$ cat config.mk
export PLATFORM = sky130hd
export DESIGN_NAME = uart_rx_buf
export DESIGN_NICKNAME = d
export VERILOG_FILES = /design/src/rtl/uart_rx_buf.sv
export SDC_FILE = /design/constraint.sdc
export NUM_CORES = 1
export LEC_CHECK = 0
export CORE_MARGIN = 1.5
export CORE_UTILIZATION = 38
export CTS_BUF_LIST = sky130_fd_sc_hd__clkbuf_8
export CTS_CLUSTER_DIAMETER = 30
export DETAILED_ROUTE_END_ITERATION = 12
export GPL_TIMING_DRIVEN = 0
export PLACE_DENSITY = 0.65
export SLEW_MARGIN = 40
export SYNTH_ARGS = -nofsm -noshare
export SYNTH_HDL_FRONTEND = slang
export SYNTH_SLANG_ARGS = --single-unit
$ cat constraint.sdc
create_clock -name clk -period 4.9 [get_ports clk]
set_clock_uncertainty 0.05 [all_clocks]
set_input_delay 0.98 -clock clk [delete_from_list [all_inputs] [get_ports clk]]
set_output_delay 0.98 -clock clk [all_outputs]
set_load 0.02 [all_outputs]
$ cat src/rtl/uart_rx_buf.sv
// 8N1 UART receiver with a one-byte holding buffer and valid/ready output handshake.
// Bit timing comes from a fixed integer divider of the single clock.
module uart_rx_buf #(
    parameter int unsigned CLKS_PER_BIT = 104
) (
    input  logic       clk,
    input  logic       reset_n,
    input  logic       uart_rxd,
    output logic [7:0] rx_data,
    output logic       rx_valid,
    input  logic       rx_ready,
    output logic       rx_busy,
    output logic       frame_err,
    output logic       overrun
);

    localparam int unsigned CW       = $clog2(CLKS_PER_BIT);
    localparam int unsigned HALF     = CLKS_PER_BIT / 2;
    localparam logic [CW-1:0] HALF_M1 = CW'(HALF - 1);
    localparam logic [CW-1:0] BIT_M1  = CW'(CLKS_PER_BIT - 1);

    typedef enum logic [2:0] {
        IDLE    = 3'd0,
        START   = 3'd1,
        DATA    = 3'd2,
        STOP    = 3'd3,
        WAIT_HI = 3'd4
    } state_t;

    state_t        state_q, state_d;
    logic [CW-1:0] cnt_q, cnt_d;
    logic [2:0]    bit_q, bit_d;
    logic [7:0]    shift_q, shift_d;
    logic          meta_q, rxs_q;
    logic          good_q, good_d;
    logic          bad_q, bad_d;
    logic          busy_q, busy_d;
    logic [7:0]    data_q, data_d;
    logic          valid_q, valid_d;
    logic          ferr_q;
    logic          ovr_q, ovr_d;
    logic          xfer_c;

    // Two-flop synchronizer; idles high so reset never looks like a start bit.
    always_ff @(posedge clk or negedge reset_n) begin
        if (!reset_n) begin
            meta_q <= 1'b1;
            rxs_q  <= 1'b1;
        end else begin
            meta_q <= uart_rxd;
            rxs_q  <= meta_q;
        end
    end

    always_ff @(posedge clk or negedge reset_n) begin
        if (!reset_n) begin
            state_q <= IDLE;
            cnt_q   <= '0;
            bit_q   <= '0;
            shift_q <= '0;
            good_q  <= 1'b0;
            bad_q   <= 1'b0;
            busy_q  <= 1'b0;
        end else begin
            state_q <= state_d;
            cnt_q   <= cnt_d;
            bit_q   <= bit_d;
            shift_q <= shift_d;
            good_q  <= good_d;
            bad_q   <= bad_d;
            busy_q  <= busy_d;
        end
    end

    // Counter value N-1 marks the edge N cycles after the last clear.
    always_comb begin
        state_d = state_q;
        cnt_d   = cnt_q + CW'(1);
        bit_d   = bit_q;
        shift_d = shift_q;
        good_d  = 1'b0;
        bad_d   = 1'b0;
        unique case (state_q)
            IDLE: begin
                cnt_d = '0;
                if (!rxs_q) begin
                    state_d = START;
                end
            end
            START: begin
                if (cnt_q == HALF_M1) begin
                    cnt_d   = '0;
                    bit_d   = '0;
                    state_d = rxs_q ? IDLE : DATA;
                end
            end
            DATA: begin
                if (cnt_q == BIT_M1) begin
                    cnt_d   = '0;
                    shift_d = {rxs_q, shift_q[7:1]};
                    bit_d   = bit_q + 3'd1;
                    if (bit_q == 3'd7) begin
                        state_d = STOP;
                    end
                end
            end
            STOP: begin
                if (cnt_q == BIT_M1) begin
                    cnt_d = '0;
                    if (rxs_q) begin
                        good_d  = 1'b1;
                        state_d = IDLE;
                    end else begin
                        bad_d   = 1'b1;
                        state_d = WAIT_HI;
                    end
                end
            end
            WAIT_HI: begin
                cnt_d = '0;
                if (rxs_q) begin
                    state_d = IDLE;
                end
            end
            default: begin
                state_d = IDLE;
            end
        endcase
        busy_d = (state_d != IDLE);
    end

    assign xfer_c = valid_q & rx_ready;

    // A finished byte loads only into an empty or simultaneously drained buffer.
    always_comb begin
        data_d  = data_q;
        valid_d = valid_q;
        ovr_d   = 1'b0;
        if (good_q) begin
            if (!valid_q || rx_ready) begin
                data_d  = shift_q;
                valid_d = 1'b1;
            end else begin
                ovr_d = 1'b1;
            end
        end else if (xfer_c) begin
            valid_d = 1'b0;
        end
    end

    always_ff @(posedge clk or negedge reset_n) begin
        if (!reset_n) begin
            data_q  <= 8'h00;
            valid_q <= 1'b0;
            ferr_q  <= 1'b0;
            ovr_q   <= 1'b0;
        end else begin
            data_q  <= data_d;
            valid_q <= valid_d;
            ferr_q  <= bad_q;
            ovr_q   <= ovr_d;
        end
    end

    assign rx_data   = data_q;
    assign rx_valid  = valid_q;
    assign rx_busy   = busy_q;
    assign frame_err = ferr_q;
    assign overrun   = ovr_q;

endmodule

==> results of run 1 <==
==> worst paths after layout <==
kind	end	start	slack [ps]	cells after the start
max in group asynchronous	rxs_q$_DFF_PN1_	reset_n	3750	2
min	rxs_q$_DFF_PN1_	meta_q$_DFF_PN1_	310	0
min in group asynchronous	cnt_q[4]$_DFF_PN0_	reset_n	540	1
min reg2reg	rxs_q$_DFF_PN1_	meta_q$_DFF_PN1_	310	0
max	rx_data[7]	rx_data[7]$_DFFE_PN0P_	2620	1
max reg2reg	shift_q[2]$_DFFE_PN0P_	cnt_q[0]$_DFF_PN0_	2820	4
==> power by group <==
group	switching (mW)	internal [mW]	total, mW
combinational	0.00658	0.00421	0.0108
clock	0.106	0.114	0.219
sequential	0.000869	0.307	0.308
total	0.113	0.425	0.538
==> registers in the layout, indices dropped and copies added, names as in the netlist, 3 cells and up <==
name,cells
rx_data,8
shift_q,8
cnt_q,7
bit_q,3
state_q,3
==> metal layers <==
metal / vias up / wire length, µm / track usage
li1: 502 / - / -
met3: 3 / 77 / 0.0296
met4: 0 / 27 / 0.0600
met1: 527 / 1240 / 0.184
met5: - / 0 / 0
met2: 16 / 1370 / 0.201
==> cell usage in the layout (no fill, tap or decap), types with 4 or more instances in the layout <==
cell type / synthesis / final
sky130_fd_sc_hd__a22o_1: 4 / 4
sky130_fd_sc_hd__clkbuf_8: 0 / 6
sky130_fd_sc_hd__clkdlybuf4s50_1: 0 / 14
sky130_fd_sc_hd__dfrtp_1: 35 / 35
sky130_fd_sc_hd__inv_1: 6 / 6
sky130_fd_sc_hd__mux2_2: 16 / 16
sky130_fd_sc_hd__nand2_1: 5 / 5
sky130_fd_sc_hd__nand2b_1: 4 / 4
sky130_fd_sc_hd__nor2_1: 19 / 19
==> logic make-up (layout without fill, tap and decap cells) <==
| group | count (synthesis) | in the layout | synth area share |
|---|---|---|---|
| AOI/OAI and AO/OA | 14 | 14 | 0.0717 |
| xor gates and xnor gates | 5 | 5 | 0.0273 |
| adders and majority gates | 3 | 3 | 0.0234 |
| buffers and inverters | 9 | 33 | 0.0218 |
| DFF | 37 | 37 | 0.578 |
| muxes | 16 | 16 | 0.112 |
| and+or+nand+nor | 46 | 46 | 0.165 |
==> per-stage QoR <==
stage               std cells  setup slack [ps]  instance area [µm²]
finish                    204              2620                 1940
global route              204              2580                 1940
global placement          195              2030                 1820
detailed placement        196              2450                 1840
floorplan                 130              3020                 1610
CTS                       204              2610                 1940
==> layout make-up <==
cell class              count  area (µm²)  area share
flip-flops and latches     37         928       0.479
multi-input cells          84         642       0.331
repair buffers             16         173      0.0891
clock buffers               6        82.6      0.0426
well taps                  50        62.6      0.0323
inverters                   6        22.5      0.0116
clock inverters             2        13.8     0.00711
plain buffers               3        12.5     0.00646
==> summary.md, run 1 <==
CTS built an H-tree with a depth of 2. Vertical die dimension: 68.0 µm. The maximum clock path buffer count was 2; the arrival time reported for the critical path endpoint was 1250 ps. Via-per-instance ratio: 5.14. Hold is met by 308 ps.

The worst setup path is launched from a register. At the end of the flow, the number of nets in the layout was 160. The number of flops mapped to enable cells by yosys is 0, and the number of input and output port buffers inserted is 15. The transition time of the tightest slew-check pin came out at 645 ps.

The final antenna-violating net count is 0. The CTS clock-pin slew for the worst setup and hold paths works out to 70 ps. The layout-stage area growth over the synthesis result works out to 20.7%. Dividing the synthesized area by the synthesized cell count gives 12.3 µm². Routability-driven placement finished with a final weighted congestion of 0.812. The share of the synthesized area in the top cell type came out at 0.546. The type of the worst min-delay path is register to register. Critical-path maximum fanout: 2. TritonCTS built the clock tree. The tools report the number of hold violations in the final report as 0. The total setup violations reported at the end of the flow was 0; the remaining global-route overflow was 0. In this run, CTS created clock tree buffers numbering 5. The run finished with clean final reports. The average wire per cell in the routed design works out to 13.3 µm. The logs give 2720 µm for the wire length after detailed routing and 1610 µm² for the area of the mapped netlist. The setup path with the least slack is of type register to output port.

The highest clock rate was 439 MHz. Walking the worst path, the cells encountered are clkdlybuf4s50_1. In this run, the number of DRC markers left after iteration 0 of detailed routing was 42. Global-route usage over all layers: 0.133. The worst setup path is captured at an output port. Yosys mapped the design onto 34 distinct sky130hd cell types. Of all cell types, the one taking the most synthesized area is sky130_fd_sc_hd__dfrtp_1.

The share of synthesized flip-flops with an asynchronous set or reset came out at 1.00. The core region is 4030 µm². The instance count of the mapped netlist is 130. For this design the static power due to leakage is 0.911 nW. For this run, the leading register cell type out of synthesis is sky130_fd_sc_hd__dfrtp_1. The number of nets handed over by synthesis was 137. The run gives 0.481 as the utilization after layout. Number of clock sinks: 37.

For the number of max-slew violations in the final report, the log shows 0. Detailed placement finished with a half-perimeter wire length of 2020 µm. Setup total negative slack on the finished layout was measured at 0 ps.

16 I/O pins were placed. Gates resized during post-CTS repair numbered 0. By area the synthesized netlist is led by sky130_fd_sc_hd__dfrtp_1 55%, sky130_fd_sc_hd__mux2_2 11%, sky130_fd_sc_hd__nor2_1 4.4%.

The maximum resistive drop on vdd came out at 0.000195 V. By count the netlist is led by 35 x sky130_fd_sc_hd__dfrtp_1, 19 x sky130_fd_sc_hd__nor2_1, 16 x sky130_fd_sc_hd__mux2_2. In this run the clock root is driven by a sky130_fd_sc_hd__clkbuf_8. The via count of the first global-routing pass is 997. The library cell with the highest instance count after synthesis was sky130_fd_sc_hd__dfrtp_1. The gate family responsible for the most delay along the worst path was buffers and inverters. The pin count of the biggest net entering global routing was 25. Among all stages on the critical path, the largest delay is contributed by sky130_fd_sc_hd__clkdlybuf4s50_1. Total power for the finished layout comes to 0.538 mW. For this run, design rule violations remaining after detail routing come to 0. The logs give 1048 for the total number of vias and 372 for the filler cell count in the final layout.

The number of placement rows was 23; the total power divided by cell area was 278 nW/µm². Setup repair after global routing left no endpoint under its margin. The share of layout cells above drive strength 1 is 0.240. In this run, post-CTS hold repair placed 0 buffers. The relative max-transition margin is 0.567, and the data required time of the critical path is 3870 ps.

The iteration count of the initial detailed-routing pass was 4; the die extent in x was 68.0 µm. The share of synthesized area occupied by flip-flops and latches is 0.578, and the delay of the slowest cell on the worst path is 610 ps. The sum of buffers and inverters on the critical path was 1; the register bit count reported by yosys was 37. The area of the die is 4620 µm², and the number of violations of the max-capacitance limit is 0. The number of setup buffers added after CTS is 0.

The period utilization was 0.465. The minimum clock period was 2280 ps. The first global-routing pass estimated 4580 µm of wire.

The initial core utilization was 0.398; the number of antenna violations at the first check in global routing was 0. The Yosys step of the flow raised 0 warnings. The repair_antennas step left the layout with diodes totalling 0. The tools report the clock latency on the worst-skew pair as 290 ps.
Note: power is estimated with default switching activity, not from simulation.
==> run 2: changes to the inputs <==
==> constraint.sdc (replaced) <==
create_clock -name clk -period 2.1 [get_ports clk]
set_clock_uncertainty 0.05 [all_clocks]
set_input_delay 0.42 -clock clk [delete_from_list [all_inputs] [get_ports clk]]
set_output_delay 0.42 -clock clk [all_outputs]
set_load 0.02 [all_outputs]
==> summary.md, run 2 (synthesis results as in run 1) <==
Remaining global-route overflow: 0 (unchanged). The final net count is 164 (+2.5%), and the number of input and output port buffers inserted is 15 (unchanged). For the number of cells upsized or downsized after cts, the log shows 0 (unchanged). STA classifies the critical path startpoint as a register. The startpoint identified for the worst hold timing path is meta_q$_DFF_PN1_. The logs give 0 (unchanged) for the number of antenna violations at the first check in global routing and 4620 µm² (unchanged) for the area of the die. Number of primary I/O pins: 16 (unchanged). Worst flop-to-flop path startpoint: cnt_q[0]$_DFF_PN0_. TritonCTS built the clock tree. For the total setup violations reported at the end of the flow, the log shows 0 (unchanged). The average wire per cell in the routed design works out to 13.2 µm (-0.84%). For the highest clock rate, the log shows 524 MHz. The maximum clock path buffer count was 2 (unchanged). The worst path needs 1910 ps of the cycle, external delays included. The tools report the setup TNS as 0 ps (unchanged). The type of the setup path with the least slack was register to register. Transition time of the tightest slew-check pin: 414 ps (-231 ps).

The logs give 0.489 (+0.00807) for the utilization after layout and 0 (unchanged) for the number of design rule violations left after detail routing. Global-route usage over all layers: 0.134 (+0.000350). Total power divided by cell area: 639 nW/µm² (+130%). The logs give 2030 ps (+780 ps) for the arrival time reported for the critical path endpoint and 2020 µm (unchanged) for the half-perimeter wire length after detailed placement. The DRC violation total after the first TritonRoute iteration came out at 49 (+17%). Wire length after detailed routing: 2750 µm (+1.1%).

The period utilization is 0.908, and the number of placement rows is 23 (unchanged). The number of clock sinks was 37 (unchanged). The pin count of the biggest net entering global routing was 25 (unchanged); the via count of the first global-routing pass was 999 (+0.20%). The number of hold violations in the final report is 0 (unchanged), and the relative max-transition margin is 0.724 (+0.157).

The final antenna-violating net count came out at 0 (unchanged). Setup repair after global routing left no endpoint under its margin. The antenna cell count is 0 (unchanged), and the number of max-slew violations in the final report is 0 (unchanged). The layout-stage area growth over the synthesis result works out to 22.7%.

Share of layout cells above drive strength 1: 0.253 (+0.0129). The iteration count of the initial detailed-routing pass was 4 (unchanged). The number of violations of the max-capacitance limit was 0 (unchanged). The run gives 1069 (+2.0%) as the total number of vias. The vertical die dimension came out at 68.0 µm (unchanged). The flow ran to the end, and the final reports show no timing, DRC or antenna violations. The die extent in x is 68.0 µm (unchanged).

In the layout the commonest cells are 35 x sky130_fd_sc_hd__dfrtp_1, 19 x sky130_fd_sc_hd__nor2_1, 16 x sky130_fd_sc_hd__mux2_2, 14 x sky130_fd_sc_hd__clkdlybuf4s50_1. Critical-path maximum fanout: 9 (+7). The via-per-instance ratio was 5.14 (about the same); the global-route wire length before repair was 4600 µm (+0.31%).

The H-tree depth is 2 (unchanged). The number of CTS-inserted buffers came out at 5 (unchanged). Initial core utilization: 0.398 (unchanged). For the filler cell count in the final layout, the log shows 371 (-0.27%).

Data required time of the critical path: 2220 ps (-1650 ps). The most common cell after layout, fill and taps aside was sky130_fd_sc_hd__dfrtp_1. The CTS clock-pin slew for the worst setup and hold paths was 70 ps (about the same); the routability congestion estimate was 0.812 (unchanged). The min-delay analysis places its worst path in the category register to register. The worst setup path is captured at a register. The area inside the core boundary came out at 4030 µm² (unchanged). The clock latency on the worst-skew pair is 290 ps (about the same). The cell at the root of the clock tree was sky130_fd_sc_hd__clkbuf_8.

The leakage power is 0.932 nW (+2.3%). Tracing the worst setup path back leads to its startpoint at cnt_q[0]$_DFF_PN0_. For the maximum resistive drop on vdd, the log shows 0.000457 V (+130%).
## run 2: cell types whose count changed in the layout (fill, tap and decap cells not counted)
cell / before / now
sky130_fd_sc_hd__buf_4: 0 / 3
sky130_fd_sc_hd__dlygate4sd3_1: 0 / 1
## run 2: what timing repair did
action | in CTS | in global routing
setup endpoints to repair | 2 | 8
pin swaps | 1 | 1
hold endpoints to repair | 7 | 0
buffers inserted | 0 | 3
hold buffers | 1 | 0
## run 2: final cells by class
| class | instances | area, µm² | share of cell area |
|---|---|---|---|
| Clock buffer | 6 | 82.6 | 0.0419 |
| Sequential cell | 37 | 928 | 0.471 |
| Timing Repair Buffer | 20 | 205 | 0.104 |
| Inverter | 6 | 22.5 | 0.0114 |
| Tap cell | 50 | 62.6 | 0.0318 |
| Buffer | 3 | 12.5 | 0.00635 |
| Clock inverter | 2 | 13.8 | 0.00699 |
| Multi-Input combinational cell | 84 | 642 | 0.326 |
## run 2: final timing paths
kind	end	slack (ps)	depth (start not counted)
max	bit_q[1]$_DFFE_PN0P_	190	5
min	rxs_q$_DFF_PN1_	310	0
max in group asynchronous	rxs_q$_DFF_PN1_	980	3
min reg2reg	rxs_q$_DFF_PN1_	310	0
min in group asynchronous	cnt_q[4]$_DFF_PN0_	510	2
max reg2reg	bit_q[1]$_DFFE_PN0P_	190	5
## run 2: per-layer routing
| layer | up-vias | share of wire | global-route usage |
|---|---|---|---|
| li1 | 509 | - | - |
| met2 | 20 | 0.50 | 0.201 |
| met1 | 537 | 0.46 | 0.185 |
| met5 | - | 0 | 0 |
| met4 | 0 | 0.0098 | 0.0600 |
| met3 | 3 | 0.032 | 0.0296 |
## run 2: power by group
part	leakage [nW]	internal, mW	switching, mW
Combinational	0.390	0.0110	0.0156
Sequential	0.490	0.716	0.00196
Clock	0.0512	0.266	0.248
Total	0.932	0.992	0.266
## run 2: through the flow
stage                     hold WS [ps]  cell area, µm²  std cells  setup WS, ps  power (mW)
after floorplan                   74.4            1610        130           277       0.732
after global placement             281            1820        195          -214       0.751
after detailed placement           298            1840        196          5.06       0.758
after CTS                          308            1950        205          38.0        1.27
after global routing               316            1970        208          72.4        1.31
final                              308            1970        208           192        1.26
## run 2: worst max-delay path: stages (launching register included)
cell and delay, ps:
sky130_fd_sc_hd__dfrtp_1 390, sky130_fd_sc_hd__ha_1 310, sky130_fd_sc_hd__nand3b_4 180, sky130_fd_sc_hd__or3_1 400, sky130_fd_sc_hd__a22o_1 240, sky130_fd_sc_hd__a22o_1 220
==> run 3: changes to the inputs <==
--- a/config.mk
+++ b/config.mk
@@ -11,6 +11,7 @@
 export CTS_CLUSTER_DIAMETER = 30
 export DETAILED_ROUTE_END_ITERATION = 12
 export GPL_TIMING_DRIVEN = 0
+export HOLD_SLACK_MARGIN = 0.06
 export PLACE_DENSITY = 0.65
 export SLEW_MARGIN = 40
 export SYNTH_ARGS = -nofsm -noshare
==> results of run 3 <==
Final layout, timing and power as in run 2 (identical DEF).
==> RTL change 1: new RTL, flow settings as in run 3 <==
The output `overrun` loses its register stage (`ovr_q` becomes a continuous assignment).
--- a/src/rtl/uart_rx_buf.sv
+++ b/src/rtl/uart_rx_buf.sv
@@ -154,12 +154,12 @@
             valid_q <= 1'b0;
             ferr_q  <= 1'b0;
-            ovr_q   <= 1'b0;
         end else begin
             data_q  <= data_d;
             valid_q <= valid_d;
             ferr_q  <= bad_q;
-            ovr_q   <= ovr_d;
         end
     end
+
+    assign ovr_q = ovr_d;
 
     assign rx_data   = data_q;
Function: no difference found for any inputs over 10 cycles, from zero or initial values and one cycle with reset_n low; that may be too few to reach the edited logic, so the function may still have changed.
==> RTL change 1 against run 3 <==
  * Wire length decreased by 12%
  * Design area decreased by 3.9%
  * Sequential cell count decreased by 1
  * Synthesized area decreased by 3.9%
  * Worst setup slack improved by 0.023 ns
  * Cell count decreased by 5.8%
  * Clock power increased by 11%
  * Power increased by 3.0%
  * Critical endpoint is now shift_q[7]
  * Highest routed layer unchanged
==> RTL change 1: results (changes against run 3) <==
status:
  status: "finished, final reports clean"
logic_synthesis:
  synthTopCellsByArea: "dfrtp_1 55%, mux2_2 12%, dfstp_2 3.4%"
  ys_top_cells_by_count: "34 x dfrtp_1, 17 x mux2_2, 14 x nor2_1, 7 x nand2_1, 6 x nand3_1"
  synth_adder_area_share_pct: 2.433  # +0.095 points
  synth_mux_area_share_pct: 12.41  # +1.2 points
  synth_seq_cells: 36  # -2.7%
  syn_area_per_cell_um2: 12.54  # +1.6%
  ys_warn_count: 0  # unchanged
  ys_seq_area_share_pct: 58.56  # +0.72 points
  synth-compound-area-share_pct: 5.028  # -2.1 points
  synthXorXnorAreaFrac_pct: 2.839  # +0.11 points
  synth_cell_types: 32  # -5.9%
  syn_nets: 130  # -5.1%
route:
  wl_met1_um: 1141  # -9.7%
  dr_wl_met3_um: 112  # +29%
  wirelength_um: 2429  # -12%
  wl_met2_um: 1130  # -18%
  drtIter0Drc: 18  # -63%
  vias_per_cell: 4.954  # -3.6%
  routedWlPerCell_um: 12.39  # -6.3%
placement:
  placed_cells: 187  # -4.6%
  dp_slack_ns: -0.04891  # -0.05397 ns
  gp_congestion: 0.8737  # +7.7%
  dp_hpwl_um: 1800  # -11%
  placed_area_mm2: 0.001775  # -3.5%
layout:
  drive_above_1_share_pct: 22.97  # -2.3 points
  layout.nets: 154  # -6.1%
global_routing:
  grt_pass1_vias: 951  # -4.8%
  grt_max_degree: 23  # -8.0%
  grt_use_met1_pct: 16.99  # -1.5 points
  grt_pass1_wl_um: 4340  # -5.5%
  grt_use_met3_pct: 4.561  # +1.6 points
  grt.total_usage_pct: 13.30  # -0.083 points
worst_setup_path:
  arrival_ns: 2.00  # -0.03 ns
  slowest_stage: "nor4_4"
  cp-endpoint: "shift_q[7]"
  critPathMaxStageDelay_ns: 0.61  # +0.21 ns
  crit_start: "cnt_q[4]"
  rr_worst_depth: 3  # -2
  r2r_setup_slack_ns: 0.22  # +0.02 ns
power:
  leakagePower_nw: 0.9125  # -2.0%
  ir_drop_uv: 539.5  # +18%
sta:
  tightest_slew_ns: 0.6133  # +0.1991 ns
  finalSetupTns_ns: 0  # unchanged
  min_period_ns: 1.885  # -0.02307 ns
-- RTL change 1: changes by cell type in the layout (fill, tap and decap cells not counted), moves of 2 or more --
cell / delta
a22o_1: -2
a31o_2: -2
buf_2: +3
buf_4: -3
clkbuf_1: -2
nand2_1: +2
nand2b_1: -2
nand3_1: +3
nand4bb_1: +2
nor2_1: -5
nor2b_1: +2
nor4_1: -3
-- RTL change 1: kinds of logic (layout without fill, tap and decap cells) --
family	count (synthesis)	in the layout
AND/OR/NAND/NOR	45	45
AO/OA/AOI/OAI	9	9
buffers and inverters	8	33
adder cells (fa/ha/maj)	3	3
multiplexers	17	17
flip-flops	36	36
XOR/XNOR	5	5
-- RTL change 1: worst min path at each step --
stage	from	endpoint	slack, ns	cells past startpoint
after floorplan	reset_n	bad_q	0.07	0
after global placement	bad_q	frame_err	0.29	0
after global routing	bad_q	frame_err	0.31	0
after CTS	bad_q	frame_err	0.31	0
after detailed placement	bad_q	frame_err	0.30	0
final	bad_q	frame_err	0.31	0
-- RTL change 1: area by class of cell --
class                   instances  area, um2
clock buffers                   5      68.82
flip-flops and latches         36      903.4
well taps                      48      60.06
repair buffers                 17      181.4
inverters                       4      15.01
plain buffers                   4      20.02
multi-input cells              79      604.3
fillers                       329       1879
clock inverters                 3      38.79
-- RTL change 1: what timing repair did --
action	4_1_cts	5_1_grt
gates resized for setup	1	0
endpoints found under the setup margin	1	1
pin swaps	0	1
cloned	0	0
endpoints found under the hold margin	14	0
setup buffers	0	0
hold buffers	1	0
-- RTL change 1: report_power, final --
part / internal, mW / total, mW / switching [mW]
sequential: 0.697 / 0.699 / 0.00217
clock: 0.347 / 0.571 / 0.224
combinational: 0.0112 / 0.0261 / 0.0149
total: 1.06 / 1.30 / 0.241
==> RTL change 2: new RTL, flow settings as in run 3 <==
Without the edit above. Set the parameter `CLKS_PER_BIT` to 52 (it was 104).
--- a/src/rtl/uart_rx_buf.sv
+++ b/src/rtl/uart_rx_buf.sv
@@ -2,5 +2,5 @@
 // Bit timing comes from a fixed integer divider of the single clock.
 module uart_rx_buf #(
-    parameter int unsigned CLKS_PER_BIT = 104
+    parameter int unsigned CLKS_PER_BIT = 52
 ) (
     input  logic       clk,
Behaviour: same outputs for any inputs over 10 cycles, from zero or initial values and one cycle with reset_n low; that may be too few to reach the edited logic, so the function may still have changed.
==> RTL change 2 against run 3 <==
  * Synthesized area shrank 5.2%
  * Via count is 12% lower
  * Design area shrank 6.4%
  * Sequential cell count shrank 1
  * Core utilization rose by 0.38 points
  * Synthesized cell count down 9.2%
  * Count of clock-buffer cells in the layout is 1 lower
  * Wire length decreased by 13%
  * Die area decreased by 5.0%
  * Worst setup slack better by 0.090 ns
Power is not compared: it rests on default switching activity, and its combinational part moved more than twofold at a synthesized area within 25%.
==> RTL change 2: results (changes against run 3) <==
global_routing:
  grt_use_met1_pct: 16.87  # -1.6 points
  met2_usage_pct: 19.75  # -0.40 points
  grt_pass1_vias: 970  # -2.9%
  grt_pass1_wl_um: 4305  # -6.3%
  grt_max_degree: 26  # +4.0%
  grt_use_met3_pct: 5.451  # +2.5 points
  grt.total_usage_pct: 13.49  # +0.10 points
logic_synthesis:
  synth_adder_area_share_pct: 3.289  # +0.95 points
  synth_mux_area_share_pct: 13.32  # +2.1 points
  synth_top_area_share_pct: 55.92  # +1.4 points
  syn_nets: 126  # -8.0%
  synth-compound-area-share_pct: 5.510  # -1.7 points
  ys_top_cells_by_count: "34 x dfrtp_1, 14 x mux2_2, 14 x nor2_1, 5 x nand2_1"
  synth_cell_types: 35  # +2.9%
  synth_ff_type: "dfrtp_1"
  synthXorXnorAreaFrac_pct: 2.303  # -0.43 points
  ys_seq_area_share_pct: 59.38  # +1.5 points
  synthTopCellsByArea: "dfrtp_1 56%, mux2_2 10%, dfstp_2 3.5%"
sta:
  hold_ws_ns: 0.3046  # -0.002977 ns
  maxSlewHeadroom_pct: 70.24  # -2.1 points
worst_setup_path:
  r2r_setup_slack_ns: 0.28  # +0.09 ns
  arrival_ns: 1.94  # -0.09 ns
  critical-path-top-delay-family: "simple AND/OR/NAND/NOR gates"
  crit_fanout: 5  # -4
  slowest_stage: "dfrtp_1"
  rr_worst_depth: 5  # unchanged
  cp-endpoint: "bit_q[2]"
clock_network:
  postCtsSetupBuffers: 0  # unchanged
  clk_transition_reported_paths_ns: 0.07  # about the same
  cts-resized-gates: 0  # unchanged
  cts_buffer_depth: 2  # unchanged
min_path:
  hold_end: "frame_err"
  hp-start: "bad_q"
  hp-class: "reg -> reg"
route:
  drtIter0Drc: 47  # -4.1%
  vias_per_cell: 4.932  # -4.0%
  wirelength_um: 2384  # -13%
layout:
  drive_above_1_share_pct: 21.68  # -3.6 points
  layout.nets: 150  # -8.5%
  n_fill_cell: 359  # -3.2%
status:
  status: "finished, final reports clean"
power:
  power.internal_mw: 1.017
  p_comb_share_pct: 10.0
  leakagePower_nw: 0.9002
  seqPwrFrac_pct: 57.4
placement:
  placed_area_mm2: 0.001754  # -4.7%
  dp_hpwl_um: 1696  # -16%
  gp_congestion: 0.8207  # +1.1%
## RTL change 2: layout make-up
type | count | area (um2) | area share (%)
clock buffers | 5 | 68.82 | 3.731
clock inverters | 3 | 11.26 | 0.6106
inverters | 4 | 15.01 | 0.8141
repair buffers | 17 | 182.7 | 9.905
well taps | 48 | 60.06 | 3.256
flip-flops and latches | 36 | 903.4 | 48.98
plain buffers | 1 | 5.005 | 0.2714
multi-input cells | 77 | 598.1 | 32.43
## RTL change 2: layer usage
layer	part of all wire, %	up-vias
li1	-	460
met1	50	463
met2	44	13
met3	4.0	6
met4	2.3	0
met5	0	-
## RTL change 2: metrics by stage
step	setup slack (ns)	std cells	setup TNS [ns]
3_3_place_gp	-0.1210	181	-4.064
2_1_floorplan	0.4120	118	0
3_5_place_dp	0.2120	182	0
5_1_grt	0.1571	191	0
4_1_cts	0.2771	191	0
6_report	0.2821	191	0
